[src/rtl/tage_pred_info_queue.sv]
// -----------------------------------------------------------------------------
// tage_pred_info_queue
//
// In-order FIFO between the TAGE predictor output and the commit-side TAGE
// update port. Every predicted branch deposits its prediction metadata
// (info record, predicted direction, branch PC). The entry waits until that
// branch commits, at which point the head is presented to the update port.
// A pipeline recovery discards every speculative entry.
//
// Optional build macro: TAGE_PIQ_PC_CHECK_EN
//   Adds sticky pc_mismatch / underflow debug flags (cleared only by rst).
//   Without it, committed_pc is ignored and no compare logic exists.
//
// Ports:
//   clk, rst          clock, asynchronous active-high reset
//   pause             frontend stall, blocks enqueue only
//   recover           pipeline redirect, empties the queue next cycle
//   enq_valid/pc/taken/info   prediction to enqueue
//   enq_ready         queue not full (independent of enq_valid/pause/recover)
//   commit_valid      oldest branch commits this cycle
//   committed_pc      PC of the committing branch (checked only with macro)
//   deq_valid/pc/taken/info   combinational view of the head entry
//   count             occupancy, 0..DEPTH
//   full, empty       derived from count
//   pc_mismatch       (macro) sticky: committed_pc differed from head PC
//   underflow         (macro) sticky: commit_valid seen while empty
// -----------------------------------------------------------------------------
module tage_pred_info_queue #(
  parameter int  DEPTH  = 16,
  parameter int  INFO_W = 64,
  localparam int PTR_W  = $clog2(DEPTH)
) (
  input  logic              clk,
  input  logic              rst,
  input  logic              pause,
  input  logic              recover,
  input  logic              enq_valid,
  input  logic [31:0]       enq_pc,
  input  logic              enq_taken,
  input  logic [INFO_W-1:0] enq_info,
  output logic              enq_ready,
  input  logic              commit_valid,
  input  logic [31:0]       committed_pc,
  output logic              deq_valid,
  output logic [31:0]       deq_pc,
  output logic              deq_taken,
  output logic [INFO_W-1:0] deq_info,
  output logic [PTR_W:0]    count,
`ifdef TAGE_PIQ_PC_CHECK_EN
  output logic              pc_mismatch,
  output logic              underflow,
`endif
  output logic              full,
  output logic              empty
);

  localparam logic [PTR_W:0]   COUNT_FULL = (PTR_W+1)'(DEPTH);
  localparam logic [PTR_W:0]   COUNT_ONE  = (PTR_W+1)'(1);
  localparam logic [PTR_W-1:0] PTR_ONE    = PTR_W'(1);

  logic [PTR_W-1:0]  wr_ptr;
  logic [PTR_W-1:0]  rd_ptr;
  logic [PTR_W:0]    count_q;

  logic [31:0]       pc_mem    [DEPTH];
  logic              taken_mem [DEPTH];
  logic [INFO_W-1:0] info_mem  [DEPTH];

  logic full_w;
  logic empty_w;
  logic enq_fire;
  logic deq_fire;

  assign full_w  = (count_q == COUNT_FULL);
  assign empty_w = (count_q == '0);

  // A full queue never accepts, even if the head leaves this same cycle;
  // this keeps enq_ready a pure function of registered state.
  assign enq_fire = enq_valid & ~full_w & ~pause & ~recover;
  assign deq_fire = commit_valid & ~empty_w;

  assign enq_ready = ~full_w;
  assign deq_valid = ~empty_w;
  assign full      = full_w;
  assign empty     = empty_w;
  assign count     = count_q;

  // Head view is a plain read of registered storage, so an entry written
  // this cycle cannot appear at the head until the next cycle.
  assign deq_pc    = pc_mem[rd_ptr];
  assign deq_taken = taken_mem[rd_ptr];
  assign deq_info  = info_mem[rd_ptr];

  // Pointers are PTR_W bits wide and DEPTH is a power of two, so the
  // natural binary rollover implements the DEPTH-1 -> 0 wrap.
  always_ff @(posedge clk or posedge rst) begin
    if (rst) begin
      wr_ptr  <= '0;
      rd_ptr  <= '0;
      count_q <= '0;
    end else if (recover) begin
      wr_ptr  <= '0;
      rd_ptr  <= '0;
      count_q <= '0;
    end else begin
      if (enq_fire) begin
        wr_ptr <= wr_ptr + PTR_ONE;
      end
      if (deq_fire) begin
        rd_ptr <= rd_ptr + PTR_ONE;
      end
      case ({enq_fire, deq_fire})
        2'b10:   count_q <= count_q + COUNT_ONE;
        2'b01:   count_q <= count_q - COUNT_ONE;
        default: count_q <= count_q;
      endcase
    end
  end

  // Storage carries no reset; contents are only observed while non-empty.
  always_ff @(posedge clk) begin
    if (enq_fire) begin
      pc_mem[wr_ptr]    <= enq_pc;
      taken_mem[wr_ptr] <= enq_taken;
      info_mem[wr_ptr]  <= enq_info;
    end
  end

`ifdef TAGE_PIQ_PC_CHECK_EN
  // Sticky debug flags survive recover so a post-mortem can still see them.
  always_ff @(posedge clk or posedge rst) begin
    if (rst) begin
      pc_mismatch <= 1'b0;
      underflow   <= 1'b0;
    end else begin
      if (deq_fire && (committed_pc != pc_mem[rd_ptr])) begin
        pc_mismatch <= 1'b1;
      end
      if (commit_valid && empty_w) begin
        underflow <= 1'b1;
      end
    end
  end
`else
  logic unused_committed_pc;
  assign unused_committed_pc = ^committed_pc;
`endif

endmodule

[config.mk]
export PLATFORM = sky130hd
export DESIGN_NAME = tage_pred_info_queue
export DESIGN_NICKNAME = d
export VERILOG_FILES = /design/src/rtl/tage_pred_info_queue.sv
export SDC_FILE = /design/constraint.sdc
export NUM_CORES = 1
export LEC_CHECK = 0
export ABC_CLOCK_PERIOD_IN_PS = 17260
export CORE_ASPECT_RATIO = 1.4
export CORE_MARGIN = 5
export CORE_UTILIZATION = 33
export DETAILED_ROUTE_END_ITERATION = 7
export DONT_BUFFER_PORTS = 1
export SLEW_MARGIN = 30
export SYNTH_ARGS = -nofsm -noshare
export SYNTH_HDL_FRONTEND = slang
export SYNTH_SLANG_ARGS = --single-unit
[constraint.sdc]
create_clock -name clk -period 17.26 [get_ports clk]
set_input_delay 5.178 -clock clk [delete_from_list [all_inputs] [get_ports clk]]
set_output_delay 5.178 -clock clk [all_outputs]
set_load 0.01 [all_outputs]
==> flow_summary.ini, run 1 <==
[route]
drc = 0
routed_via_density = 5.19
wl_mm = 137
antenna_left = 0
drt_iter0_markers = 2211
wl_per_cell_um = 28.6
via_count = 24968
drtPass1Iterations = 5

[placement]
place_ws_ps = 8220
postPlaceCellArea_um2 = 62100
place_inst = 4529
dpl.hpwl_mm = 68.4
gp_congestion = 0.766
io_buffers = 0

[clock_network]
numCtsBuffers = 151
cts_tree = done
cts_setup_buffers = 0
clockBufferDepth = 3
root_buffer = clkbuf_16
path_clk_slew_ps = 60
hold_buffers = 0
worstSkewPairLatency_ps = 790
cts.sinks = 1565
htreeDepth = 4
cts_resized = 0

[die]
dieArea_um2 = 188000
die_w_um = 368
die_h_um = 511
core_um2 = 178000
io_pins = 241
rows = 183
start_util_pct = 33.2

[yosys]
synth_area_um2 = 59100
yosysWarningCount = 0
synth.top_cells.by_count = edfxtp_1 (1552), mux4_2 (485), clkbuf_1 (65)
ys_ff_latch = 1565
syn-instance-count = 2271
syn_nets = 2415
synth-seq-area-share_pct = 79.4
yosys-top-cells-area = edfxtp_1 (79%), mux4_2 (18%), dfrtp_1 (0.55%)
synth_edf_count = 1552
syn_area_per_cell_um2 = 26.0
ys.flop_type = edfxtp_1
yosysUniqueCellTypes = 44
synthMostInstantiatedCell = edfxtp_1
synth_top_area_share_pct = 78.8
yosysTopAreaCell = edfxtp_1
synth-async-reset-ratio_pct = 0.831

[sta]
setup_tns_ps = 0
skew_ps = 28.9
tightest_slew_ps = 1030
fin_crit_ps = 9770
finalHoldViolCount = 0
slew-limit-headroom_pct = 31.7
min_period_over_period_pct = 56.6
slew_violations = 0
setup_viol = 0
setup_slack_ps = 7490
fmax_mhz = 102
rsz0062_at_grt = no

[pwr]
peakVddDrop_uv = 99.9
p_leak_nw = 19.9
total_power_w = 0.00877
p_per_area_nw_per_um2 = 130

[cells_and_area]
instances_no_fill = 4810
final_cell_area_um2 = 67200
fill_cells = 15547
final_layout_size_suffix_gt1_share_pct = 31.7
register_area_um2 = 46900
multiInputGateArea_um2 = 11700
syn2layout_area_growth_pct = 13.7
final_nets = 2518

[hold_path]
min_from = wr_ptr[1]$_DFFE_PP0P_
hold_class = reg -> reg

[grt]
grt_max_degree = 146
grt_pass1_wl_mm = 196
antenna_found_initial = 5
grt_usage_pct = 14.5
gr-total-overflow = 0
grt_pass1_vias = 27019

[critical_path]
critPathLaunchType = flip-flop
cp_slowest_cell = dfrtp_4
crit_family = buffers and inverters
crit_path_cell_trace = buf_4 -> buf_4 -> mux4_2 -> mux4_2
worstPathArrival_ps = 4600
crit_fanout = 64
endpoint_kind = primary output
required_ps = 12080
crit_start = rd_ptr[1]$_DFFE_PP0P_
max_stage_delay_ps = 990
critPathBufInv = 2
r2r-start = count[1]$_DFFE_PP0P_
worstSetupPathType = reg -> out

[run_status]
status = finished, final reports clean

[run]
maxCapViolCount = 0
layout by cell type (no fill, tap or decap), types with 5 or more instances in the layout:
cell / n
bufinv_16: 17
buf_4: 45
buf_6: 9
clkinv_2: 27
clkbuf_1: 25
edfxtp_1: 1552
clkinv_1: 33
inv_1: 15
mux2i_1: 5
clkinvlp_4: 5
and2_4: 8
dfrtp_1: 9
nor2_4: 8
mux4_2: 485
buf_12: 6
nor2_1: 12
ha_1: 8
clkbuf_16: 155
worst reg2reg max path: cells and delay by family (launching register included):
kind,cells,cell delay (ps)
buf+inv,4,1720
simple gates,3,1150
flops,1,540
compound gates,1,230
stage by stage:
stage          util (%)  hold slack, ps
2_1_floorplan         -             557
3_3_place_gp       34.9             649
3_5_place_dp       34.9             610
4_1_cts            37.7             624
5_1_grt            37.8             642
6_report           37.8             621
final timing paths:
| kind | end | slack, ps | cells past startpoint |
|---|---|---|---|
| max | deq_info[40] | 7490 | 4 |
| min | wr_ptr[1]$_DFFE_PP0P_ | 620 | 2 |
| max reg2reg | info_mem[1][13]$_DFFE_PP_ | 13210 | 8 |
| min reg2reg | wr_ptr[1]$_DFFE_PP0P_ | 620 | 2 |
| max in group asynchronous | rd_ptr[2]$_DFFE_PP0P_ | 12520 | 1 |
| min in group asynchronous | count[2]$_DFFE_PP0P_ | 4320 | 1 |
cell families (layout without fill, tap and decap cells):
| group | count (synthesis) | count (layout) | share of synthesized area (%) |
|---|---|---|---|
| DFF | 1565 | 1565 | 79.4 |
| muxes | 493 | 493 | 18.6 |
| buffers and inverters | 130 | 356 | 1.03 |
| and+or+nand+nor | 51 | 51 | 0.459 |
| AOI/OAI and AO/OA | 18 | 18 | 0.220 |
| adders and majority gates | 9 | 9 | 0.203 |
| xor gates and xnor gates | 5 | 5 | 0.0741 |
| other | 0 | 1 | 0 |
sequential cells by signal, summed over array words and instances, names as in the netlist:
| name | cells |
|---|---|
| info_mem | 1024 |
| taken_mem | 16 |
| count | 5 |
| rd_ptr | 4 |
| pc_mem | 512 |
| wr_ptr | 4 |
cell type report:
cell class | instances | area share, %
inverter | 16 | 0.0893
antenna | 1 | 0.00372
sequential | 1565 | 69.8
multi-input combinational | 576 | 17.3
clock buffer | 180 | 5.91
clock inverter | 96 | 1.55
timing repair buffer | 64 | 0.996
tap | 2312 | 4.30
layer usage:
layer	up-vias	global-route usage [%]	share of wire (%)
met5	-	0	0
met4	0	4.12	2.0
met3	181	4.25	7.9
met2	834	25.2	52
met1	13808	17.7	38
li1	10145	-	-
where the power goes:
part / leakage [nW] / internal [W] / switching, W / total [W]
sequential: 14.1 / 0.00420 / 0.0000449 / 0.00425
combinational: 3.31 / 0.000654 / 0.000547 / 0.00120
clock: 2.44 / 0.00191 / 0.00141 / 0.00332
total: 19.9 / 0.00677 / 0.00200 / 0.00877
Power figures use the tool's default switching activity.
==> run 2, diff against run 1 <==
--- a/config.mk
+++ b/config.mk
@@ -5,7 +5,7 @@
 export SDC_FILE = /design/constraint.sdc
 export NUM_CORES = 1
 export LEC_CHECK = 0
-export ABC_CLOCK_PERIOD_IN_PS = 17260
+export ABC_CLOCK_PERIOD_IN_PS = 8100
 export CORE_ASPECT_RATIO = 1.4
 export CORE_MARGIN = 5
 export CORE_UTILIZATION = 33
==> constraint.sdc (replaced) <==
create_clock -name clk -period 8.1 [get_ports clk]
set_input_delay 2.43 -clock clk [delete_from_list [all_inputs] [get_ports clk]]
set_output_delay 2.43 -clock clk [all_outputs]
set_load 0.01 [all_outputs]
==> flow_summary.ini, run 2 (synthesis gave the netlist of run 1 again) <==
[pwr]
power_frac_comb_pct = 13.9
peakVddDrop_uv = 227
p_clk_share_pct = 37.1
seqPwrFrac_pct = 49.0
sw_frac_of_total_pct = 23.1
p_leak_nw = 19.9
total_power_w = 0.0184
p_int_w = 0.0142
p_per_area_nw_per_um2 = 274
switching_power_w = 0.00426

[clock_network]
cts.sinks = 1565
cts_tree = done
numCtsBuffers = 150
clockBufferDepth = 3
path_clk_slew_ps = 60
cts_resized = 0
htreeDepth = 4
worstSkewPairLatency_ps = 790
hold_buffers = 0
cts_setup_buffers = 0
root_buffer = clkbuf_16

[critical_path]
cp_slowest_cell = dfrtp_4
crit_fanout = 72
required_ps = 5670
crit_start = rd_ptr[0]$_DFFE_PP0P_
endpoint_kind = primary output
crit_path_cell_trace = buf_12 -> buf_12 -> mux4_2 -> mux4_2
crit_family = multiplexers
max_stage_delay_ps = 750
worstPathArrival_ps = 3620
critPathLaunchType = flip-flop
critPathBufInv = 2
worstSetupPathType = reg -> out
r2r-start = count[1]$_DFFE_PP0P_

[placement]
gp_congestion = 0.749
dpl.hpwl_mm = 68.3
place_ws_ps = 2750
io_buffers = 0

[cells_and_area]
fill_cells = 15524
layout_common_cells = edfxtp_1 (1552), mux4_2 (485), clkbuf_16 (151)
syn2layout_area_growth_pct = 14.0
largest_reg_flops = 1024
top_regs = info_mem: 1024 flops, pc_mem: 512 flops, taken_mem: 16 flops
final_nets = 2519
final_layout_size_suffix_gt1_share_pct = 31.6
top_register = info_mem
layout_commonest_cell = edfxtp_1
fin_util_pct = 37.9

[sta]
skew_ps = 38.7
slew-limit-headroom_pct = 37.9
fmax_mhz = 165
slew_violations = 0
min_period_over_period_pct = 74.7
finalHoldViolCount = 0
fin_crit_ps = 6050
rsz0062_at_grt = no
setup_viol = 0
setup_slack_ps = 2050
setup_tns_ps = 0
tightest_slew_ps = 932

[route]
antenna_left = 0
drtPass1Iterations = 5
routed_via_density = 5.20
drc = 0
wl_per_cell_um = 28.4
wl_mm = 137
drt_iter0_markers = 2026
via_count = 25001

[grt]
antenna_found_initial = 5
grt_pass1_wl_mm = 195
grt_pass1_vias = 27041
grt_usage_pct = 14.4
grt_max_degree = 119
gr-total-overflow = 0

[run_status]
status = finished, final reports clean

[hold_path]
hold_class = reg -> reg
min_from = wr_ptr[3]$_DFFE_PP0P_

[die]
core_um2 = 178000
rows = 183
die_w_um = 368
start_util_pct = 33.2
io_pins = 241
dieArea_um2 = 188000
die_h_um = 511

[run]
maxCapViolCount = 0
run 2: cell types whose count changed in the layout (fill, tap and decap cells not counted), moves of 4 or more:
cell | previous run | this run
buf_12 | 6 | 36
buf_4 | 45 | 28
buf_6 | 9 | 1
bufinv_16 | 17 | 11
clkbuf_1 | 25 | 35
clkbuf_16 | 155 | 151
clkinv_1 | 33 | 25
run 2: layout make-up:
type	count	area, um^2	area share, %
multi-input combinational	576	11700	17.3
clock inverter	87	932	1.38
timing repair buffer	66	970	1.44
tap	2312	2890	4.29
clock buffer	186	3910	5.80
sequential	1565	46900	69.7
antenna	1	2.50	0.00371
inverter	16	60.1	0.0892
run 2: worst min-delay path, stage by stage (launching register included):
cell	delay, ps
dfrtp_1	410
xnor2_1	140
nor2_1	40
run 2: worst paths after layout:
path                                             end  slack, ps  depth (start not counted)
hold / removal                 wr_ptr[3]$_DFFE_PP0P_        630                          2
hold reg to reg                wr_ptr[3]$_DFFE_PP0P_        630                          2
setup / recovery                        deq_info[63]       2050                          4
setup reg to reg           info_mem[9][61]$_DFFE_PP_       4900                          6
max in group asynchronous      rd_ptr[0]$_DFFE_PP0P_       6030                          1
min in group asynchronous      rd_ptr[2]$_DFFE_PP0P_       1600                          1
run 2: power by group through the flow:
stage	Combinational, W	Sequential (W)	Clock (W)
2_1_floorplan	0.00216	0.00915	0
3_3_place_gp	0.00256	0.00923	0
3_5_place_dp	0.00264	0.00921	0
4_1_cts	0.00265	0.00904	0.00704
5_1_grt	0.00277	0.00904	0.00736
6_report	0.00256	0.00903	0.00684
run 2: stage by stage:
step                      instances  cell area [um^2]  hold slack (ps)
after global routing           4809             67400              653
after CTS                      4808             67400              631
after floorplan                2271             59100              557
after global placement         4532             62400              645
after detailed placement       4535             62500              621
final                          4809             67400              633
run 2: layer usage:
metal / up-vias / global-route usage [%] / part of all wire (%)
li1: 10140 / - / -
met1: 13864 / 18.0 / 39
met2: 800 / 25.0 / 52
met3: 197 / 3.66 / 7.0
met4: 0 / 4.14 / 2.2
met5: - / 0 / 0
